`src/rtl/chan_err_pkg.sv`:
```
// Shared types and constants for the channel error injector.
package chan_err_pkg;

    typedef enum logic [1:0] {
        MODE_OFF      = 2'd0,
        MODE_RAND     = 2'd1,
        MODE_BURST    = 2'd2,
        MODE_PERIODIC = 2'd3
    } err_mode_t;

    typedef enum logic {
        S_IDLE  = 1'b0,
        S_BURST = 1'b1
    } burst_state_t;

    // Galois taps for x^16+x^14+x^13+x^11+1, right-shifting form
    localparam logic [15:0] LFSR_POLY16  = 16'hB400;
    localparam logic [15:0] DEFAULT_SEED = 16'hACE1;

    function automatic logic [5:0] popcount(input logic [31:0] v);
        logic [5:0] n;
        n = '0;
        for (int i = 0; i < 32; i++) n = n + 6'(v[i]);
        return n;
    endfunction

endpackage

```
`src/rtl/lfsr_gen.sv`:
```
// Right-shifting Galois LFSR, advancing one step per enabled cycle.
module lfsr_gen
    import chan_err_pkg::*;
#(
    parameter int               WIDTH = 16,
    parameter logic [WIDTH-1:0] POLY  = WIDTH'(LFSR_POLY16),
    parameter logic [WIDTH-1:0] SEED  = WIDTH'(DEFAULT_SEED)
) (
    input  logic             clk,
    input  logic             rst,
    input  logic             step,
    output logic [WIDTH-1:0] state
);

    // An all-zero state would lock up the register
    localparam logic [WIDTH-1:0] SEED_EFF = (SEED == '0) ? WIDTH'(1) : SEED;

    always_ff @(posedge clk) begin
        if (rst)
            state <= SEED_EFF;
        else if (step)
            state <= (state >> 1) ^ (state[0] ? POLY : '0);
    end

endmodule

```
`src/rtl/channel_err_inj.sv`:
```
// Pass-through symbol stage that corrupts selected symbols (random, burst or
// periodic) and keeps saturating injection statistics.
module channel_err_inj
    import chan_err_pkg::*;
#(
    parameter int                SYM_W     = 2,
    parameter int                PROB_BITS = 3,
    parameter int                MAX_BURST = 8,
    parameter int                LFSR_W    = 16,
    parameter logic [LFSR_W-1:0] SEED      = LFSR_W'(DEFAULT_SEED),
    parameter int                WINDOW    = 256
) (
    input  logic                             clk,
    input  logic                             rst,
    input  logic [1:0]                       cfg_mode,
    input  logic [SYM_W-1:0]                 cfg_mask,
    input  logic [$clog2(MAX_BURST+1)-1:0]   cfg_burst_len,
    input  logic [7:0]                       cfg_period,
    input  logic                             clr_stats,
    input  logic                             sym_valid_i,
    input  logic [SYM_W-1:0]                 sym_i,
    output logic                             sym_valid_o,
    output logic [SYM_W-1:0]                 sym_o,
    output logic                             err_flag_o,
    output logic                             window_active_o,
    output logic [31:0]                      sym_cnt_o,
    output logic [31:0]                      inj_sym_cnt_o,
    output logic [31:0]                      inj_bit_cnt_o,
    output logic [15:0]                      burst_cnt_o
);

    localparam int BL_W = $clog2(MAX_BURST + 1);

    logic [LFSR_W-1:0] lfsr;
    err_mode_t         mode;
    burst_state_t      state, state_n;
    logic [BL_W-1:0]   remain, remain_n, blen;
    logic [SYM_W-1:0]  bmask, bmask_n, use_mask;
    logic [7:0]        pcnt, pcnt_n;
    logic              win, trig, per_hit, corrupt, burst_start;
    logic [32:0]       bit_sum;

    lfsr_gen #(
        .WIDTH (LFSR_W),
        .POLY  (LFSR_W'(LFSR_POLY16)),
        .SEED  (SEED)
    ) u_lfsr (
        .clk   (clk),
        .rst   (rst),
        .step  (sym_valid_i),
        .state (lfsr)
    );

    assign mode            = err_mode_t'(cfg_mode);
    assign win             = (WINDOW == 0) || (sym_cnt_o < 32'(WINDOW));
    assign window_active_o = win;
    assign trig            = win && (&lfsr[PROB_BITS-1:0]);
    assign per_hit         = (cfg_period != 8'd0) && (pcnt == cfg_period - 8'd1);

    always_comb begin
        blen = cfg_burst_len;
        if (cfg_burst_len == '0)
            blen = BL_W'(1);
        else if (cfg_burst_len > BL_W'(MAX_BURST))
            blen = BL_W'(MAX_BURST);
    end

    always_comb begin
        state_n     = state;
        remain_n    = remain;
        bmask_n     = bmask;
        pcnt_n      = pcnt;
        corrupt     = 1'b0;
        burst_start = 1'b0;
        use_mask    = cfg_mask;
        if (sym_valid_i) begin
            if (mode == MODE_PERIODIC && cfg_period != 8'd0)
                pcnt_n = (pcnt >= cfg_period - 8'd1) ? 8'd0 : pcnt + 8'd1;
            else
                pcnt_n = 8'd0;
        end
        if (mode == MODE_OFF) begin
            state_n = S_IDLE;
        end else if (sym_valid_i) begin
            // An active burst drains under any non-off mode; the window gates starts only
            if (state == S_BURST) begin
                corrupt  = 1'b1;
                use_mask = bmask;
                remain_n = remain - BL_W'(1);
                if (remain == BL_W'(1)) state_n = S_IDLE;
            end else begin
                case (mode)
                    MODE_RAND:     corrupt = trig;
                    MODE_BURST: begin
                        if (trig) begin
                            corrupt     = 1'b1;
                            burst_start = 1'b1;
                            bmask_n     = cfg_mask;
                            remain_n    = blen - BL_W'(1);
                            if (blen > BL_W'(1)) state_n = S_BURST;
                        end
                    end
                    MODE_PERIODIC: corrupt = win && per_hit;
                    default:       corrupt = 1'b0;
                endcase
            end
        end
    end

    assign bit_sum = {1'b0, inj_bit_cnt_o} + 33'(popcount(32'(use_mask)));

    always_ff @(posedge clk) begin
        if (rst) begin
            state         <= S_IDLE;
            remain        <= '0;
            bmask         <= '0;
            pcnt          <= '0;
            sym_valid_o   <= 1'b0;
            sym_o         <= '0;
            err_flag_o    <= 1'b0;
            sym_cnt_o     <= '0;
            inj_sym_cnt_o <= '0;
            inj_bit_cnt_o <= '0;
            burst_cnt_o   <= '0;
        end else begin
            state       <= state_n;
            remain      <= remain_n;
            bmask       <= bmask_n;
            pcnt        <= pcnt_n;
            sym_valid_o <= sym_valid_i;
            sym_o       <= sym_i ^ (use_mask & {SYM_W{corrupt}});
            err_flag_o  <= corrupt;
            if (clr_stats) begin
                sym_cnt_o     <= '0;
                inj_sym_cnt_o <= '0;
                inj_bit_cnt_o <= '0;
                burst_cnt_o   <= '0;
            end else if (sym_valid_i) begin
                if (~&sym_cnt_o) sym_cnt_o <= sym_cnt_o + 32'd1;
                if (corrupt) begin
                    if (~&inj_sym_cnt_o) inj_sym_cnt_o <= inj_sym_cnt_o + 32'd1;
                    inj_bit_cnt_o <= bit_sum[32] ? '1 : bit_sum[31:0];
                end
                if (burst_start && ~&burst_cnt_o) burst_cnt_o <= burst_cnt_o + 16'd1;
            end
        end
    end

endmodule

```
`config.mk`:
```
export PLATFORM = sky130hd
export DESIGN_NAME = channel_err_inj
export DESIGN_NICKNAME = d
export VERILOG_FILES = /design/src/rtl/chan_err_pkg.sv /design/src/rtl/lfsr_gen.sv /design/src/rtl/channel_err_inj.sv
export SDC_FILE = /design/constraint.sdc
export NUM_CORES = 1
export LEC_CHECK = 0
export CAP_MARGIN = 20
export CORE_MARGIN = 4
export CORE_UTILIZATION = 39
export CTS_CLUSTER_DIAMETER = 150
export DETAILED_ROUTE_END_ITERATION = 12
export PLACE_DENSITY = 0.7
export SLEW_MARGIN = 15
export SYNTH_ARGS = -nofsm -noshare
export SYNTH_HDL_FRONTEND = slang
export SYNTH_SLANG_ARGS = --single-unit
```
`constraint.sdc`:
```
create_clock -name clk -period 4.05 [get_ports clk]
set_input_delay 0.6075 -clock clk [delete_from_list [all_inputs] [get_ports clk]]
set_output_delay 0.6075 -clock clk [all_outputs]
set_load 0.02 [all_outputs]
```
==> impl_results.md <==
* Tcrit/Tclk final at 0.878
* Most common library cell in the layout ignoring fill and taps: dfxtp_1
* Register clock-pin slew on the reported worst setup and hold paths at about 60 ps
* M3 GR Usage at 0.0362
* Arrival time of the worst setup path at roughly 3900 ps
* Post-layout min period at 3560 ps
* DP Area at 9430 sq um
* Detailed-route wire length per cell at between 15 and 20 um
* Number of antenna violations at the first check in global routing at 0
* Setup TNS at 0 ps
* Via count at 7332
* PortBufs at between 100 and 150
* Average cell area after synthesis at roughly 8.4 sq um
* Synth top area cells: dfxtp_1, xnor2_1, nor2_1
* Diodes inserted at 0
* Part of the power in registers at 0.448
* Internal power at between 2 and 3 mW
* Kind of critical path: in2reg
* Upper clock frequency limit at 281 MHz
* Overall die area at 22300 sq um
* Clock network latency to the later pin of the worst-skew pair at approximately 430 ps
* Setup repair after global routing missed its margin: no
* Part of the Yosys area used for sequential elements at 0.378
* Transition time at the pin with the least slew margin at just over 1000 ps
* Core occupancy in the finished layout at 0.515
* Filler cell count in the final layout at 1845
* Required time of the critical path at 4400 ps
* Number of enable-type register cells in the synthesized netlist at 0
* Number of maximum-capacitance constraint violations at 0
* Number of hold-repair buffers added at the cts stage at 0
* Footprint of the multi-input gates at roughly 4500 sq um
* DRC violation count after routing at 0
* Count of pins over their slew limit at 0
* HPWL reported at the end of detailed placement at roughly 14000 um
* Number of clock sinks at 147
* Total wire length at just over 20000 um
* Number of core rows at 51
* Die outline height at about 150 um
* Clock tree from TritonCTS: done
* Post-Synthesis Net Count at roughly 970
* Placeable core area at between 15000 and 20000 sq um
* CTS resizes at 0
* Maximum number of pins on one net before global-route repair at between 50 and 60
* Status: finished, final reports clean
* Number of buffers inserted during clock tree synthesis at 17
* Synth Cell Area at 7790 sq um
* Most common flop cell mapped by yosys: dfxtp_1
* Highest-count cells in the layout ignoring fill and taps: dfxtp_1, clkdlybuf4s50_1, nor2_1
* Net switching component of the power at 0.745 mW
* Switching fraction of total power at 0.227
* Count of endpoints failing setup in the final report at 0
* Combinational share of power at 0.045
* Post-detailed-route via-to-cell ratio at 5.56
* Minimum hold slack at roughly 470 ps
* Wire length of the first global-routing pass at 34100 um
* Die width at 149 um
* Number of buffers inserted to repair setup after CTS at 0
* GR met2 Demand/Resource at 0.305
* Max FO, Critical Path at 57
* Worst hold path type: reg2reg
* I/O Pins at approximately 140
* H-tree depth reported by CTS at 4
* Number of DRC violations after detailed-routing iteration 0 at 495
* Final non-filler cell area at ~10000 sq um
* Yosys cell types at 66
* Cell Count Post-Placement at 1286
* Most crowded layer after global routing: met2
* Number of search-and-repair iterations in the first detailed-routing pass at 5
* Proportion of power drawn by the clock network at 0.507
* Area share of the largest cell type after synthesis at 0.378
* Number of global-route vias before repair at just under 7000
* Worst voltage drop across the vdd grid at between 0.0002 and 0.0003 V
* Ratio of cells with drive above 1 in the final layout at 0.0655
* Max Buffers Root-to-Sink at 2
* Final weighted congestion of routability-driven global placement at about 0.8
* Critical path endpoint category: flop
* Initial core utilization at 0.399
* M1 GR Usage at 0.243
* Footprint of the flip-flops and latches at a little under 3000 sq um
* Synth-to-layout area growth at 29.1%
* Final worst clock skew at 9.57 ps
* Crit start category: input port
* Gate count after technology mapping at 922
* Remaining antenna violation count after routing at 0
* CTS Root Cell: clkbuf_16
* Filler-free cell count of the finished design at between 1000 and 1500
* Number of storage elements in the synthesis netlist at about 150
* Static Leak at about 3.3 nW
* Count of yosys warnings during synthesis at 0
* Final count of hold timing violations at 0
* Remaining max-slew budget at the tightest pin at 0.311
* Overflow after GRT at 0
* Leading area contributor after synthesis: dfxtp_1
* Nets at roughly 1100
* Post-synth ARST share at 0
* Pwr dens at about 330 nW/um^2
* GRT Total Usage at 0.185
-- cells in the mapped netlist, drive strengths merged, types with 4 or more instances --
| cell type | count |
|---|---|
| a211oi | 4 |
| a21oi | 44 |
| a311oi | 4 |
| a31o | 6 |
| a31oi | 22 |
| and2 | 9 |
| and3 | 21 |
| and4 | 20 |
| buf | 17 |
| clkbuf | 39 |
| dfxtp | 147 |
| ha | 22 |
| inv | 30 |
| mux2i | 27 |
| nand2 | 67 |
| nand2b | 5 |
| nand3 | 46 |
| nand3b | 6 |
| nand4 | 35 |
| nor2 | 77 |
| nor2b | 5 |
| nor3 | 27 |
| nor3b | 7 |
| nor4 | 21 |
| nor4b | 7 |
| o21ai | 26 |
| o31ai | 32 |
| or3 | 24 |
| or4 | 32 |
| xnor2 | 36 |
| xor2 | 23 |
-- per-stage QoR --
stage / setup WS (ps) / total power, mW
floorplan: 881 / 1.59
global placement: 162 / 1.65
detailed placement: 49.8 / 1.65
CTS: 498 / 3.32
global route: 250 / 3.39
finish: 492 / 3.28
-- cell type report --
class | count | share of cell area
clock buffer | 19 | 0.0450
multi-input combinational | 689 | 0.449
clock inverter | 13 | 0.0172
tap | 265 | 0.0330
timing repair buffer | 155 | 0.153
inverter | 30 | 0.0112
sequential | 147 | 0.293
-- final timing paths --
path / from / to / slack [ps] / depth (start not counted)
setup reg to reg: sym_cnt_o[13] / inj_bit_cnt_o[31] / 820 / 7
hold / removal: u_lfsr.state[6] / u_lfsr.state[6] / 470 / 2
setup / recovery: cfg_period[2] / inj_sym_cnt_o[3] / 490 / 13
hold reg to reg: u_lfsr.state[6] / u_lfsr.state[6] / 470 / 2
-- flip-flops by register name (all words and copies together), names as in the netlist --
name and count:
sym_valid_o 1, sym_cnt_o 32, bmask 2, inj_bit_cnt_o 32
pcnt 8, inj_sym_cnt_o 32, remain 4, sym_o 2
u_lfsr.state 16, err_flag_o 1, burst_cnt_o 16, state 1
-- critical path: stages --
cell	delay, ps
clkdlybuf4s50_1	480
nor3_1	310
nor3b_1	270
xnor2_1	100
ha_1	320
and4b_1	190
nand3_1	90
o311ai_2	230
buf_4	240
nand2_2	110
buf_12	240
or4_1	520
a21oi_1	160
-- kinds of logic after synthesis --
| family | Yosys count | share of synthesized area |
|---|---|---|
| adder cells (fa/ha/maj) | 23 | 0.0379 |
| AO/OA/AOI/OAI | 161 | 0.134 |
| buffers and inverters | 86 | 0.0448 |
| multiplexers | 28 | 0.0361 |
| XOR/XNOR | 59 | 0.0663 |
| flip-flops | 147 | 0.378 |
| AND/OR/NAND/NOR | 418 | 0.303 |
-- power groups by stage --
stage                     combinational [mW]  clock, mW  sequential (mW)
final                                  0.148       1.66             1.47
after global routing                   0.165       1.76             1.47
after CTS                              0.150       1.70             1.47
after detailed placement               0.149          0             1.50
after global placement                 0.146          0             1.50
after floorplan                       0.0903          0             1.50
-- metal layers --
metal / vias up / wire (um)
met3: 28 / 953
met1: 3474 / 9380
met4: 0 / 369
li1: 3656 / -
met5: - / 0
met2: 174 / 9790
Note: power is estimated with default switching activity, not from simulation.
